--- src/rtl/sram_pattern_gen.sv ---
// SRAM self-test stimulus: write-sweep a pattern, read-sweep, strobe each response with regenerated data.
// Optional SRAM_PATTERN_GEN_LOOP_EN: restart the sweep with the next pattern instead of stopping in DONE.
module sram_pattern_gen #(
  parameter int ADDR_BITS = 20,
  parameter int DATA_BITS = 16
) (
  input  logic                 clk,
  input  logic                 reset_n,
  input  logic                 start,
  input  logic [1:0]           pattern_sel,
  output logic                 req_valid,
  input  logic                 req_ready,
  output logic                 req_we,
  output logic [ADDR_BITS-1:0] req_addr,
  output logic [DATA_BITS-1:0] req_wdata,
  input  logic                 rd_valid,
  input  logic [DATA_BITS-1:0] rd_data,
  output logic                 check_en,
  output logic [DATA_BITS-1:0] check_read_data,
  output logic [DATA_BITS-1:0] expected_data,
  output logic                 busy,
  output logic                 done,
  output logic [15:0]          pass_count
);

  typedef enum logic [2:0] {S_IDLE, S_WRITE, S_READ, S_DRAIN, S_DONE} state_e;

  localparam int CW = ADDR_BITS + 1;
  localparam int MW = (CW > 32) ? CW : 32;
  localparam logic [CW-1:0] LAST = {1'b0, {ADDR_BITS{1'b1}}};
  localparam logic [CW-1:0] ENDA = {1'b1, {ADDR_BITS{1'b0}}};
  localparam logic [7:0] CB0 = 8'hA5;
  localparam logic [7:0] CB1 = 8'h5A;

  function automatic logic [DATA_BITS-1:0] pattern(input logic [ADDR_BITS-1:0] a,
                                                   input logic [1:0] sel);
    logic [ADDR_BITS+DATA_BITS-1:0] ext;
    logic [MW-1:0]                  sh;
    logic [DATA_BITS-1:0]           d;
    ext = {{DATA_BITS{1'b0}}, a};
    sh  = MW'(a) % MW'(DATA_BITS);
    d   = '0;
    case (sel)
      2'd0:    d = ext[DATA_BITS-1:0];
      2'd1:    d = ~ext[DATA_BITS-1:0];
      2'd2:    d = DATA_BITS'(1) << sh;
      default: for (int i = 0; i < DATA_BITS; i++) d[i] = a[0] ? CB1[i%8] : CB0[i%8];
    endcase
    return d;
  endfunction

  state_e               state_q, state_d;
  logic [CW-1:0]        wr_addr_q, rd_addr_q, exp_addr_q;
  logic [1:0]           pat_q;
  logic [15:0]          pass_q;
  logic                 chk_en_q;
  logic [DATA_BITS-1:0] chk_rd_q, chk_exp_q;
  logic                 hs, start_ok, chk_fire, drain_end;

  assign hs        = req_valid & req_ready;
  assign start_ok  = start & ((state_q == S_IDLE) | (state_q == S_DONE));
  // Only responses to outstanding reads count; anything else is noise.
  assign chk_fire  = rd_valid & ((state_q == S_READ) | (state_q == S_DRAIN)) &
                     (exp_addr_q != rd_addr_q);
  assign drain_end = (state_q == S_DRAIN) & (exp_addr_q == ENDA);

  always_ff @(posedge clk) begin
    if (!reset_n) state_q <= S_IDLE;
    else          state_q <= state_d;
  end

  always_comb begin
    state_d = state_q;
    case (state_q)
      S_IDLE, S_DONE: if (start) state_d = S_WRITE;
      S_WRITE:        if (hs && wr_addr_q == LAST) state_d = S_READ;
      S_READ:         if (hs && rd_addr_q == LAST) state_d = S_DRAIN;
      S_DRAIN:
`ifdef SRAM_PATTERN_GEN_LOOP_EN
        if (exp_addr_q == ENDA) state_d = S_WRITE;
`else
        if (exp_addr_q == ENDA) state_d = S_DONE;
`endif
      default:        state_d = S_IDLE;
    endcase
  end

  always_comb begin
    req_valid = 1'b0;
    req_we    = 1'b0;
    req_addr  = '0;
    req_wdata = '0;
    case (state_q)
      S_WRITE: begin
        req_valid = 1'b1;
        req_we    = 1'b1;
        req_addr  = wr_addr_q[ADDR_BITS-1:0];
        req_wdata = pattern(wr_addr_q[ADDR_BITS-1:0], pat_q);
      end
      S_READ: begin
        req_valid = 1'b1;
        req_addr  = rd_addr_q[ADDR_BITS-1:0];
      end
      default: ;
    endcase
    busy = (state_q == S_WRITE) | (state_q == S_READ) | (state_q == S_DRAIN);
    done = (state_q == S_DONE);
  end

  always_ff @(posedge clk) begin
    if (!reset_n) begin
      wr_addr_q  <= '0;
      rd_addr_q  <= '0;
      exp_addr_q <= '0;
      pat_q      <= '0;
      pass_q     <= '0;
      chk_en_q   <= 1'b0;
      chk_rd_q   <= '0;
      chk_exp_q  <= '0;
    end else begin
      if (start_ok) begin
        pat_q      <= pattern_sel;
        wr_addr_q  <= '0;
        rd_addr_q  <= '0;
        exp_addr_q <= '0;
      end else begin
        if (state_q == S_WRITE && hs) wr_addr_q <= wr_addr_q + 1'b1;
        if (state_q == S_READ && hs)  rd_addr_q <= rd_addr_q + 1'b1;
        if (chk_fire)                 exp_addr_q <= exp_addr_q + 1'b1;
`ifdef SRAM_PATTERN_GEN_LOOP_EN
        if (drain_end) begin
          pat_q      <= pat_q + 2'd1;
          wr_addr_q  <= '0;
          rd_addr_q  <= '0;
          exp_addr_q <= '0;
        end
`endif
      end
      chk_en_q <= chk_fire;
      if (chk_fire) begin
        chk_rd_q  <= rd_data;
        chk_exp_q <= pattern(exp_addr_q[ADDR_BITS-1:0], pat_q);
      end
      if (drain_end) pass_q <= pass_q + 16'd1;
    end
  end

  assign check_en        = chk_en_q;
  assign check_read_data = chk_rd_q;
  assign expected_data   = chk_exp_q;
  assign pass_count      = pass_q;

endmodule

--- config.mk ---
export PLATFORM = sky130hd
export DESIGN_NAME = sram_pattern_gen
export DESIGN_NICKNAME = d
export VERILOG_FILES = /design/src/rtl/sram_pattern_gen.sv
export SDC_FILE = /design/constraint.sdc
export NUM_CORES = 1
export LEC_CHECK = 0
export CORE_UTILIZATION = 39
export DETAILED_ROUTE_END_ITERATION = 16
export HOLD_SLACK_MARGIN = 0.08
export PLACE_DENSITY = 0.69
export SETUP_SLACK_MARGIN = 0.1
export SYNTH_ARGS = -nofsm -noshare
export SYNTH_HDL_FRONTEND = slang
export SYNTH_SLANG_ARGS = --single-unit
--- constraint.sdc ---
create_clock -name clk -period 3.1 [get_ports clk]
set_input_delay 0.62 -clock clk [delete_from_list [all_inputs] [get_ports clk]]
set_output_delay 0.62 -clock clk [all_outputs]
set_load 0.005 [all_outputs]
[Word-level counts from Yosys, hierarchy flattened]
Cells that the tools add are included.
Storage, ports and cells
  register bits: 117
  input port bits: 23
  output and inout port bits: 89
Operators by class
  $add $sub $neg: 4
  equal/unequal tests: 14
  shift operators: 2
  mux-type cells: 15
  bitwise operators: 12
  reduce and logical (&&, ||, !) cells: 10
Operators by type and width (count)
  $pmux 16 s3: 2
  $add 21x1->21 const B: 3
  $eq 21x20->1 const B: 2
  $pmux 20 s2: 1
  $not 16->16: 2
  $shl 1x4->16 const A: 2
  $eq 21x21->1 const B: 1
  $ne 21x21->1: 1
  $add 16x1->16 const B: 1
  $mux 16: 1
  $mux 3: 4
  $pmux 3 s4: 1
  $eq 3x2->1 const B: 2
  $mux 1: 6
  $ne 2x2->1 const B: 3
  $reduce_or 2->1: 3
  $and 1x1->1: 5
  $logic_and 1x1->1: 4
  $or 1x1->1: 4
  $reduce_and 4->1: 1
  $eq 3x1->1 const B: 1
  $eq 3x3->1 const B: 1
  $logic_not 3->1: 1
  $eq 2x1->1 const B: 1
  4 further kinds: 4

[Longest topological paths before layout]
  depth after elaboration: 7
  mapped depth: 9
  mapped depth without buffers: 8

[Least setup slack after synthesis]
Ideal clock, no wire load.
  path kind: register to output
  start point: register pat_q[0]
  end point: output req_wdata[0]
  data arrival time: 1.586 ns
  data required time: 2.480 ns
  setup slack: 0.894 ns
  cell stages (with the launch flop): 6
  path buffers: 3
  cells stage by stage: dfxtp_1 clkbuf_1 buf_2 buf_1 o21ai_0 a21boi_0
Between the ends
  word-level cells in the longest chain between the ends: 3
RTL lines
  start: declaration: RTL line 54  | logic [1:0] pat_q;
  start signal: assignment: RTL line 122  | pat_q <= pattern_sel;
  $eq 2x2->1, or another cell as far along: RTL line 43  | case (sel)
  $pmux 16 s3 (*): RTL line 43
  $mux 16 (*): RTL line 93  | case (state_q)
  end: declaration: RTL line 15  | output logic [DATA_BITS-1:0] req_wdata,
Mark *: on every way between the ends. The rest lies on a longest branch, timed or not.

[Final worst setup path]
  start point: register state_q[0]
  end point: output req_addr[7]
Between the ends
  word-level cells in the longest chain between the ends: 2
RTL lines
  start: declaration: RTL line 52  | state_e state_q, state_d;
  start signal: assignment: RTL line 69  | else state_q <= state_d;
  $eq 3x2->1 / $eq 3x1->1 (equally long branches): RTL line 93
  $pmux 20 s2 (*): RTL line 93
  end: declaration: RTL line 14  | output logic [ADDR_BITS-1:0] req_addr,
Marks and branches as above.

==> out/qor.txt <==
Die Height = 133 um
Drt via density = 5.37
CTS tree = done
Finished Core Util = 51.6%
Largest net degree at the start of global routing = 74
Initial antenna violation count = 0
# nets final = 944
Share of layout cells above drive strength 1 = 8.16%
Setup violators final = 0
Synth area leaders = dfxtp_1 35%, xnor2_1 7.3%, xor2_1 7.0%
RSZ-0062 raised after global routing = yes
Clock Path Buffers = 2
Pre-CTS setup slack = 0.368 ns
Total Routing Usage GR = 21.2%
Worst setup EP type = output port
EDFF count, synth = 0
Num CTS Buffers = 17
Diode count = 0
P_leak = 3.06 nW
Chip width = 133 um
DRT Wirelength = 18100 um
Final Cell Area = 8610 um^2
Count of cell types in the netlist = 61
FP Rows = 47
Fill cells = 1554
Most frequent cells in the layout = 114 x dfxtp_1, 110 x clkdlybuf4s50_1, 88 x nor2_1
Tmin final = 2.92 ns
Root buffer cell = clkbuf_16
Fin crit share = 94.1%
Register area share after synthesis = 34.9%
TritonRoute pass-1 iters = 5
Die area = 17700 um^2
Initial Utilization = 40.2%
Syn Inst Count = 826
WP buf/inv = 2
Antenna-violating nets left = 0
Setup Skew = 0.00591 ns
Hold Vio Cnt, Final = 0
Dpl hpwl = 12900 um
Placed instance area = 7960 um^2
Most common cell after layout, fill and taps aside = dfxtp_1
Num ports = 112
Initial DRC Count = 433
CP Cell Sequence = nor3b_4 > buf_4 > a22o_1 > clkdlybuf4s50_1
Outcome = complete, no violations
Slew margin rel. = 47.6%
Share of synthesized registers carrying an async set or reset = 0%
P per Cell Area = 524 nW/um^2
Setup TNS = 0 ns
Fin worst setup slack = 0.184 ns
Yosys reg bits = 117
Synth top area share = 34.9%
Aggregate global routing overflow = 0
Final Max Tran Viols = 0
Startpoint class of the critical path = flop
First-pass GRT wire length = 29700 um
Layout area overhead = 28.3%
Slowest CP cell = clkdlybuf4s50_1
Slew of the pin with the lowest slew margin = 0.785 ns
Maxcap violations = 0
Via count = 6114
PortBufs = 111
Ys flop type = dfxtp_1
H-tree Lvls = 4
Critical path arrival = 2.30 ns
Critical path type = reg -> out
# DRC = 0
Top delay family on crit path = buffers and inverters
Synth warn = 0
Delay of the slowest critical-path stage = 0.52 ns
Drt wl/cell = 15.9 um
Vias in the first global route = 5762
Clk_lat worst skew = 0.42 ns
FMAX = 343 MHz
Syn Area/Cell = 8.13 um^2
Syn nets = 863
Core ar. = 16700 um^2
Mapped Area = 6710 um^2
Critical path required time = 2.48 ns
Clk slew on worst S/H paths = 0.05 ns
Gpl congestion = 0.922
Peak fanout along the critical path = 25
Yosys top cell by area = dfxtp_1
Hold crit path type = reg -> reg
VDD IR max = 0.432 mV
Clock Sinks = 117
-- per-stage QoR --
stage | hold WS, ns | total power (W) | cells
floorplan | 0.452 | 0.00214 | 826
global placement | 0.444 | 0.00243 | 1108
detailed placement | 0.452 | 0.00243 | 1108
CTS | 0.459 | 0.00453 | 1139
global route | 0.471 | 0.00472 | 1139
finish | 0.455 | 0.00452 | 1139
-- synth_stat cells, types with 19 or more instances --
master and n:
a21oi_1 38, a22o_1 19, clkbuf_1 37, dfxtp_1 117, nand2_1 82, nand3_1 43, nand4_1 30, nor2_1 88
o21ai_0 34, xnor2_1 56, xor2_1 54
-- what timing repair did --
item                                    in CTS  in global routing
endpoints found under the setup margin       0                 16
gates resized for setup                      0                  8
hold buffers                                 0                  0
buffers inserted                             0                  0
-- power by group --
group          internal [W]  leakage, nW  switching (W)
registers           0.00153        0.944      0.0000474
clock network       0.00140        0.302       0.000696
logic              0.000333         1.82       0.000510
-- layout make-up --
| cell class | count | area, um^2 | share of cell area (%) |
|---|---|---|---|
| clock buffers | 22 | 474 | 5.51 |
| clock inverters | 9 | 150 | 1.74 |
| inverters | 12 | 45.0 | 0.523 |
| multi-input cells | 630 | 4050 | 47.0 |
| flip-flops and latches | 117 | 2350 | 27.2 |
| well taps | 220 | 275 | 3.20 |
| repair buffers | 129 | 1270 | 14.7 |
-- per-layer routing --
| layer | vias to the layer above | wire, um | GRT usage [%] | share of wire (%) |
|---|---|---|---|---|
| li1 | 3023 | - | - | - |
| met1 | 2803 | 8480 | 29.1 | 47 |
| met2 | 258 | 7980 | 32.4 | 44 |
| met3 | 30 | 1330 | 5.21 | 7.4 |
| met4 | 0 | 280 | 7.26 | 1.5 |
| met5 | - | 0 | 0 | 0 |
-- path summary, 6_finish.rpt --
path / startpoint / depth (start not counted) / end / slack [ns]
min reg2reg: expected_data[8] / 2 / expected_data[8] / 0.46
min: expected_data[8] / 2 / expected_data[8] / 0.46
max: state_q[0] / 4 / req_addr[7] / 0.18
max reg2reg: exp_addr_q[0] / 8 / state_q[0] / 0.57
-- tightest hold or removal path: stages (launching register included) --
cell	delay (ns)
dfxtp_1	0.30
nand2_1	0.05
o21ai_0	0.06
-- sequential cells by signal, summed over array words and instances, names as in the netlist, 2 cells and up --
| name | count |
|---|---|
| rd_addr_q | 21 |
| pat_q | 2 |
| expected_data | 16 |
| check_read_data | 16 |
| exp_addr_q | 21 |
| state_q | 3 |
| wr_addr_q | 21 |
| pass_count | 16 |
-- logic make-up after synthesis --
kind of cell    count (synthesis)  share of synthesized area (%)
xor+xnor                      110                           14.4
simple gates                  357                           27.7
fa+ha+maj                      14                           2.61
flops                         117                           34.9
compound gates                140                           13.8
mux                             9                           1.34
buf+inv                        79                           5.28
(Power assumes the default switching activity.)
